[config.mk]
export PLATFORM = sky130hd
export DESIGN_NAME = if_id_buf
export DESIGN_NICKNAME = d
export VERILOG_FILES = /design/src/rtl/if_id_buf.sv
export SDC_FILE = /design/constraint.sdc
export NUM_CORES = 1
export LEC_CHECK = 0
export BUFFER_PORTS_ARGS = -buffer_cell sky130_fd_sc_hd__buf_2
export CORE_MARGIN = 2
export CORE_UTILIZATION = 52
export CTS_CLUSTER_SIZE = 14
export DETAILED_ROUTE_END_ITERATION = 10
export GPL_ROUTABILITY_DRIVEN = 0
export HOLD_SLACK_MARGIN = 0.12
export PLACE_DENSITY = 0.84
export SLEW_MARGIN = 20
export SYNTH_ARGS = -nofsm -noshare
export SYNTH_HDL_FRONTEND = slang
export SYNTH_SLANG_ARGS = --single-unit
[constraint.sdc]
create_clock -name clk -period 5.15 [get_ports clk]
set_clock_uncertainty 0.1 [all_clocks]
set_input_delay 0.7725 -clock clk [delete_from_list [all_inputs] [get_ports clk]]
set_output_delay 0.7725 -clock clk [all_outputs]
set_load 0.005 [all_outputs]
[src/rtl/if_id_buf.sv]
// rtl/if_id_buf.sv - Fetch-to-decode instruction buffer (circular queue between IF and ID)
//
// Purpose: holds up to DEPTH fetched {pc, inst} entries between the fetch and
// decode stages. An accepted entry appears at the decode side one cycle after
// it is pushed; there is no same-cycle bypass and no pass-through when full.
//
// Optional feature macro: IF_ID_EXCTAG_EN
//   When defined, a one-bit exception tag (if_exc -> id_exc) is stored with
//   each entry. When undefined, neither the ports nor the storage exist.
//
// Ports:
//   clk        in   rising-edge clock for all state
//   rst        in   synchronous active-high reset (priority over flush)
//   flush      in   drops every buffered entry; blocks push/pop this cycle
//   if_valid   in   fetch offers if_pc/if_inst (and if_exc) this cycle
//   if_ready   out  buffer accepts the offer this cycle
//   if_pc      in   fetched PC
//   if_inst    in   fetched instruction
//   if_exc     in   exception tag of fetched entry   (IF_ID_EXCTAG_EN only)
//   id_valid   out  head entry is presented to decode
//   id_ready   in   decode consumes the head this cycle
//   id_pc      out  head PC, zero when id_valid=0
//   id_inst    out  head instruction, zero (NOP) when id_valid=0
//   id_exc     out  head exception tag, zero when id_valid=0 (IF_ID_EXCTAG_EN only)
//   count      out  current occupancy

module if_id_buf #(
    parameter int ADDR_W = 32,
    parameter int INST_W = 32,
    parameter int DEPTH  = 2
) (
    input  logic                       clk,
    input  logic                       rst,
    input  logic                       flush,
    input  logic                       if_valid,
    output logic                       if_ready,
    input  logic [ADDR_W-1:0]          if_pc,
    input  logic [INST_W-1:0]          if_inst,
`ifdef IF_ID_EXCTAG_EN
    input  logic                       if_exc,
    output logic                       id_exc,
`endif
    output logic                       id_valid,
    input  logic                       id_ready,
    output logic [ADDR_W-1:0]          id_pc,
    output logic [INST_W-1:0]          id_inst,
    output logic [$clog2(DEPTH+1)-1:0] count
);

    localparam int PTR_W = $clog2(DEPTH);
    localparam int CNT_W = $clog2(DEPTH + 1);

    localparam logic [CNT_W-1:0] DEPTH_C = CNT_W'(DEPTH);
    localparam logic [PTR_W-1:0] LAST_C  = PTR_W'(DEPTH - 1);

    logic [CNT_W-1:0]  r_count;
    logic [PTR_W-1:0]  r_wr_ptr;
    logic [PTR_W-1:0]  r_rd_ptr;

    // Storage array is never reset; all reads are gated by id_valid.
    logic [ADDR_W-1:0] r_pc_mem   [DEPTH];
    logic [INST_W-1:0] r_inst_mem [DEPTH];
`ifdef IF_ID_EXCTAG_EN
    logic              r_exc_mem  [DEPTH];
`endif

    logic w_if_ready;
    logic w_id_valid;
    logic w_push;
    logic w_pop;

    // Readiness is derived from registered occupancy only, so a full buffer
    // cannot accept even when decode is popping in the same cycle.
    assign w_if_ready = (r_count < DEPTH_C) & ~flush;
    assign w_id_valid = (r_count != '0) & ~flush;
    assign w_push     = if_valid & w_if_ready;
    assign w_pop      = w_id_valid & id_ready;

    assign if_ready = w_if_ready;
    assign id_valid = w_id_valid;
    assign count    = r_count;

    assign id_pc   = w_id_valid ? r_pc_mem[r_rd_ptr]   : '0;
    assign id_inst = w_id_valid ? r_inst_mem[r_rd_ptr] : '0;
`ifdef IF_ID_EXCTAG_EN
    assign id_exc  = w_id_valid ? r_exc_mem[r_rd_ptr]  : 1'b0;
`endif

    // Control state: rst beats flush, flush beats push/pop.
    always_ff @(posedge clk) begin
        if (rst || flush) begin
            r_count  <= '0;
            r_wr_ptr <= '0;
            r_rd_ptr <= '0;
        end else begin
            if (w_push) begin
                r_wr_ptr <= (r_wr_ptr == LAST_C) ? '0 : r_wr_ptr + 1'b1;
            end
            if (w_pop) begin
                r_rd_ptr <= (r_rd_ptr == LAST_C) ? '0 : r_rd_ptr + 1'b1;
            end
            case ({w_push, w_pop})
                2'b10:   r_count <= r_count + 1'b1;
                2'b01:   r_count <= r_count - 1'b1;
                default: r_count <= r_count;
            endcase
        end
    end

    // Data path: w_push already excludes rst-free flush cycles; rst is
    // checked too so a reset edge never writes a stray entry.
    always_ff @(posedge clk) begin
        if (w_push && !rst) begin
            r_pc_mem[r_wr_ptr]   <= if_pc;
            r_inst_mem[r_wr_ptr] <= if_inst;
`ifdef IF_ID_EXCTAG_EN
            r_exc_mem[r_wr_ptr]  <= if_exc;
`endif
        end
    end

endmodule

# Word-level counts from Yosys, hierarchy flattened
# Memories as Yosys holds them, arrays and structs flattened. A register that Yosys moved wholly into a read port is not among the register bits.
# Index checks and enable logic that the tools add are counted.
# totals
inputBits	69
ff_bits	4
output_inout_bits	68
wordCells	33
memories	2
ramBits	128
# classes
order_cmp	1
reduce_logical	5
eq_ne	2
n_mux	11
bitwise_logic	5
addsub	4
# memory_table
memory	words	word_bits	rd	rd_clocked_by_memory_dff	write_ports	line_no	source
r_inst_mem	2	32	1	1	1	62	logic [INST_W-1:0] r_inst_mem [DEPTH];
r_pc_mem	2	32	1	1	1	61	logic [ADDR_W-1:0] r_pc_mem [DEPTH];
# ops
op	count
$mux W32	2
$mux W1	8
$and A1 B1 Y1	4
$pmux W2 S2	1
$reduce_bool A2 Y1	2
$add A1 B1 Y1 const B	2
$add A2 B1 Y2 const B	1
$eq A2 B1 Y1 const B	1
$eq A2 B2 Y1 const B	1
$lt A2 B2 Y1 const B	1
$sub A2 B1 Y2 const B	1
$logic_and A1 B1 Y1	1
$logic_not A1 Y1	1
$logic_or A1 B1 Y1	1
$not A1 Y1	1

# Logic depth before layout (Yosys ltp)
# depth
depth_word	6
ltp_mapped	9
ltp_nobuf	8

# Worst setup path before layout
# Ideal clock, no wire load.
# synth_timing
path_kind	input to register
start	input if_valid
end	memory r_inst_mem[0][0] (enable)
path_slack_ns	0.836
cell_stages	3
required_ns	4.563
setup_time_ns	0.487
arrival_ns	3.727
cell_sequence	nor2b_1 nand2_1 nor2_1
# synth_via
elab_chain_len	4
# synth_rtl
item	line_no	source
start, declared	35	input logic if_valid,
$and A1 B1 Y1	76	assign w_push = if_valid & w_if_ready;
$logic_and A1 B1 Y1	113	if (w_push && !rst) begin
$mux W1	113	
$mux W1 (not written as such)	115	r_inst_mem[r_wr_ptr] <= if_inst;
end, declared	62	
# Every way passes these cells.

# Final worst setup path
# layout_timing
start	register r_count[1] (netlist: count[1])
end	output id_inst[25]
# layout_via
elab_chain_len	3
# layout_rtl
item	line_no	source
start, declared	56	logic [CNT_W-1:0] r_count;
start signal, assigned	103	2'b10: r_count <= r_count + 1'b1;
start signal, assigned	104	2'b01: r_count <= r_count - 1'b1;
start signal, assigned	105	default: r_count <= r_count;
$reduce_bool A2 Y1	75	assign w_id_valid = (r_count != '0) & ~flush;
$and A1 B1 Y1	75	
$mux W32	84	assign id_inst = w_id_valid ? r_inst_mem[r_rd_ptr] : '0;
end, declared	46	output logic [INST_W-1:0] id_inst,
# Every way passes these cells.

==> results.cfg <==
[clock_tree]
post-cts-setup-buffer-count = 0
htreeDepth = 4
tritoncts = yes
cts_buffer_depth = 2
cts_buffers = 17
cts_sinks = 133
ctsHoldBuffers = 0
clock_latency_ps = 500
cts_root_buf = clkbuf_8
path_clk_slew_ps = 60
ctsResizeCount = 0

[finish]
diodes = 0
finish.utilization_pct = 67.4
nets = 513
fillCellCount = 709
layout.cells.non_filler = 589
drive_above_1_share_pct = 37.9
area_growth_pct = 28.0

[placement]
io_buffer_count = 136
pre_cts_slack_ps = 2200
place_inst = 556
dp_hpwl_um = 5600

[floorplan]
placementRows = 36
die_width_um = 103
dieArea_um2 = 10600
coreArea_um2 = 9640
die_h_um = 103
start_util_pct = 52.7
io_pins = 137

[timing]
period_share_pct = 55.5
relSlewSlack_pct = 48.7
worst_slack_ps = 2290
fmax_mhz = 350
finalSetupViolCount = 0
setup_tns_ps = 0
rsz0062_at_grt = false
finalHoldViolCount = 0
worst_pin_slew_ps = 768
maxSlewViolCount = 0
min_period_ps = 2860

[global_route]
grt_pass1_wl_um = 13200
overflow = 0
antenna_found_initial = 1
grt_pass1_vias = 2782
grt_max_degree = 66
grt_use_total_pct = 17.1

[drt]
vias_per_cell = 4.96
routed_wirelength_um = 9040
antenna_left = 0
wl_per_cell_um = 15.3
firstDrtPassIters = 4
vias = 2923
drt_iter0_markers = 112
drc = 0

[worst_hold_path]
min_path_type = in2reg

[setup_path]
cp_data_required_time_ps = 4280
crit_path_max_fanout = 65
cp.arrival_ps = 1980
critPathCaptureType = primary output
critPathKind = reg2out
critical_path.startpoint_type = flop

[synth]
syn_inst = 299
yosysSeqAreaShare_pct = 77.7
synthesis.nets = 369
synth_seq_cells = 133
syn-cell-area_um2 = 5080
syn_avg_cell_area_um2 = 17.0
yosysUniqueCellTypes = 21
yosys_warnings = 0

[outcome]
outcome = finished, final reports clean

[job]
drv_cap = 0

[power_and_ir_drop]
cellPowerDensity_nw_per_um2 = 394
p_total_mw = 2.56
max-vdd-ir-drop_uv = 227
leakage_nw = 2.45
[cells in the mapped netlist]
cell type	number	share of area (%)
and3_1	1	0.12
nor2b_1	1	0.12
buf_6	6	1.3
ha_1	1	0.25
o21ai_0	2	0.20
clkbuf_1	1	0.074
mux2i_1	64	13
edfxtp_1	128	76
nor3_1	4	0.39
inv_1	1	0.074
buf_2	6	0.59
buf_4	1	0.15
or3_1	1	0.12
dfxtp_1	5	2.0
and2_1	1	0.12
xor2_1	2	0.35
nand2_1	2	0.15
or2_1	1	0.12
nor2_1	68	5.0
a21boi_0	1	0.15
xnor2_1	2	0.35
[where the power goes]
part | switching [mW] | internal [mW] | total [mW] | leakage [nW]
logic | 0.0464 | 0.0387 | 0.0851 | 0.935
registers | 0.00713 | 1.21 | 1.22 | 1.20
clock network | 0.425 | 0.832 | 1.26 | 0.306
[layout make-up]
cell class	instances	area [um2]	share of cell area, %
sequential	133	3950	60.8
multi-input combinational	151	1030	15.9
timing repair buffer	139	723	11.1
clock buffer	18	418	6.43
clock inverter	14	208	3.20
tap	133	166	2.56
inverter	1	3.75	0.0578
[cells by family after synthesis]
kind of cell / after synthesis / synth area share (%)
flip-flops: 133 / 77.7
AND/OR/NAND/NOR: 79 / 6.19
multiplexers: 64 / 12.6
buffers and inverters: 15 / 2.22
XOR/XNOR: 4 / 0.690
AO/OA/AOI/OAI: 3 / 0.345
adder cells (fa/ha/maj): 1 / 0.246
[per-layer routing]
metal	vias to the layer above	GRT usage [%]	share of wire [%]
met5	-	0	0.14
met3	12	5.29	5.7
met2	96	29.5	52
li1	1400	-	-
met1	1413	19.7	41
met4	2	7.89	1.0
[worst paths after layout]
check / cells after the start / slack (ps) / to / from
max reg2reg: 4 / 2730 / r_inst_mem[0][24] / count[1]
max: 4 / 2290 / id_inst[25] / count[1]
min: 1 / 360 / r_pc_mem[0][8] / if_pc[8]
min reg2reg: 2 / 480 / r_rd_ptr / r_rd_ptr
[cell usage in the layout (no fill, tap or decap), drive strengths merged]
cell type  instances
or2                1
edfxtp           128
dfxtp              5
mux2i             64
and3               1
ha                 1
or3                1
nand2              2
xnor2              2
o21ai              2
nor3               4
buf              139
and2               1
bufinv             5
a21boi             1
clkbuf            18
nor2              68
nor2b              1
xor2               2
clkinvlp           1
clkinv             7
inv                2
[state kept, by name (all words and copies together) (netlist names), named ones only]
name        count
count           2
r_rd_ptr        1
r_inst_mem     64
r_pc_mem       64
r_wr_ptr        1
[worst max-delay path, stage by stage (launching register included)]
cell     delay, ps
dfxtp_1        360
nor2_1         150
or2_4          610
nor2_1         160
buf_2          170
[per-stage QoR]
step	hold slack, ps	area, um2
CTS	334	6470
detailed placement	462	5840
global route	329	6500
floorplan	420	5080
global placement	443	5840
finish	359	6500
No activity file was read; power rests on OpenSTA's default activity.
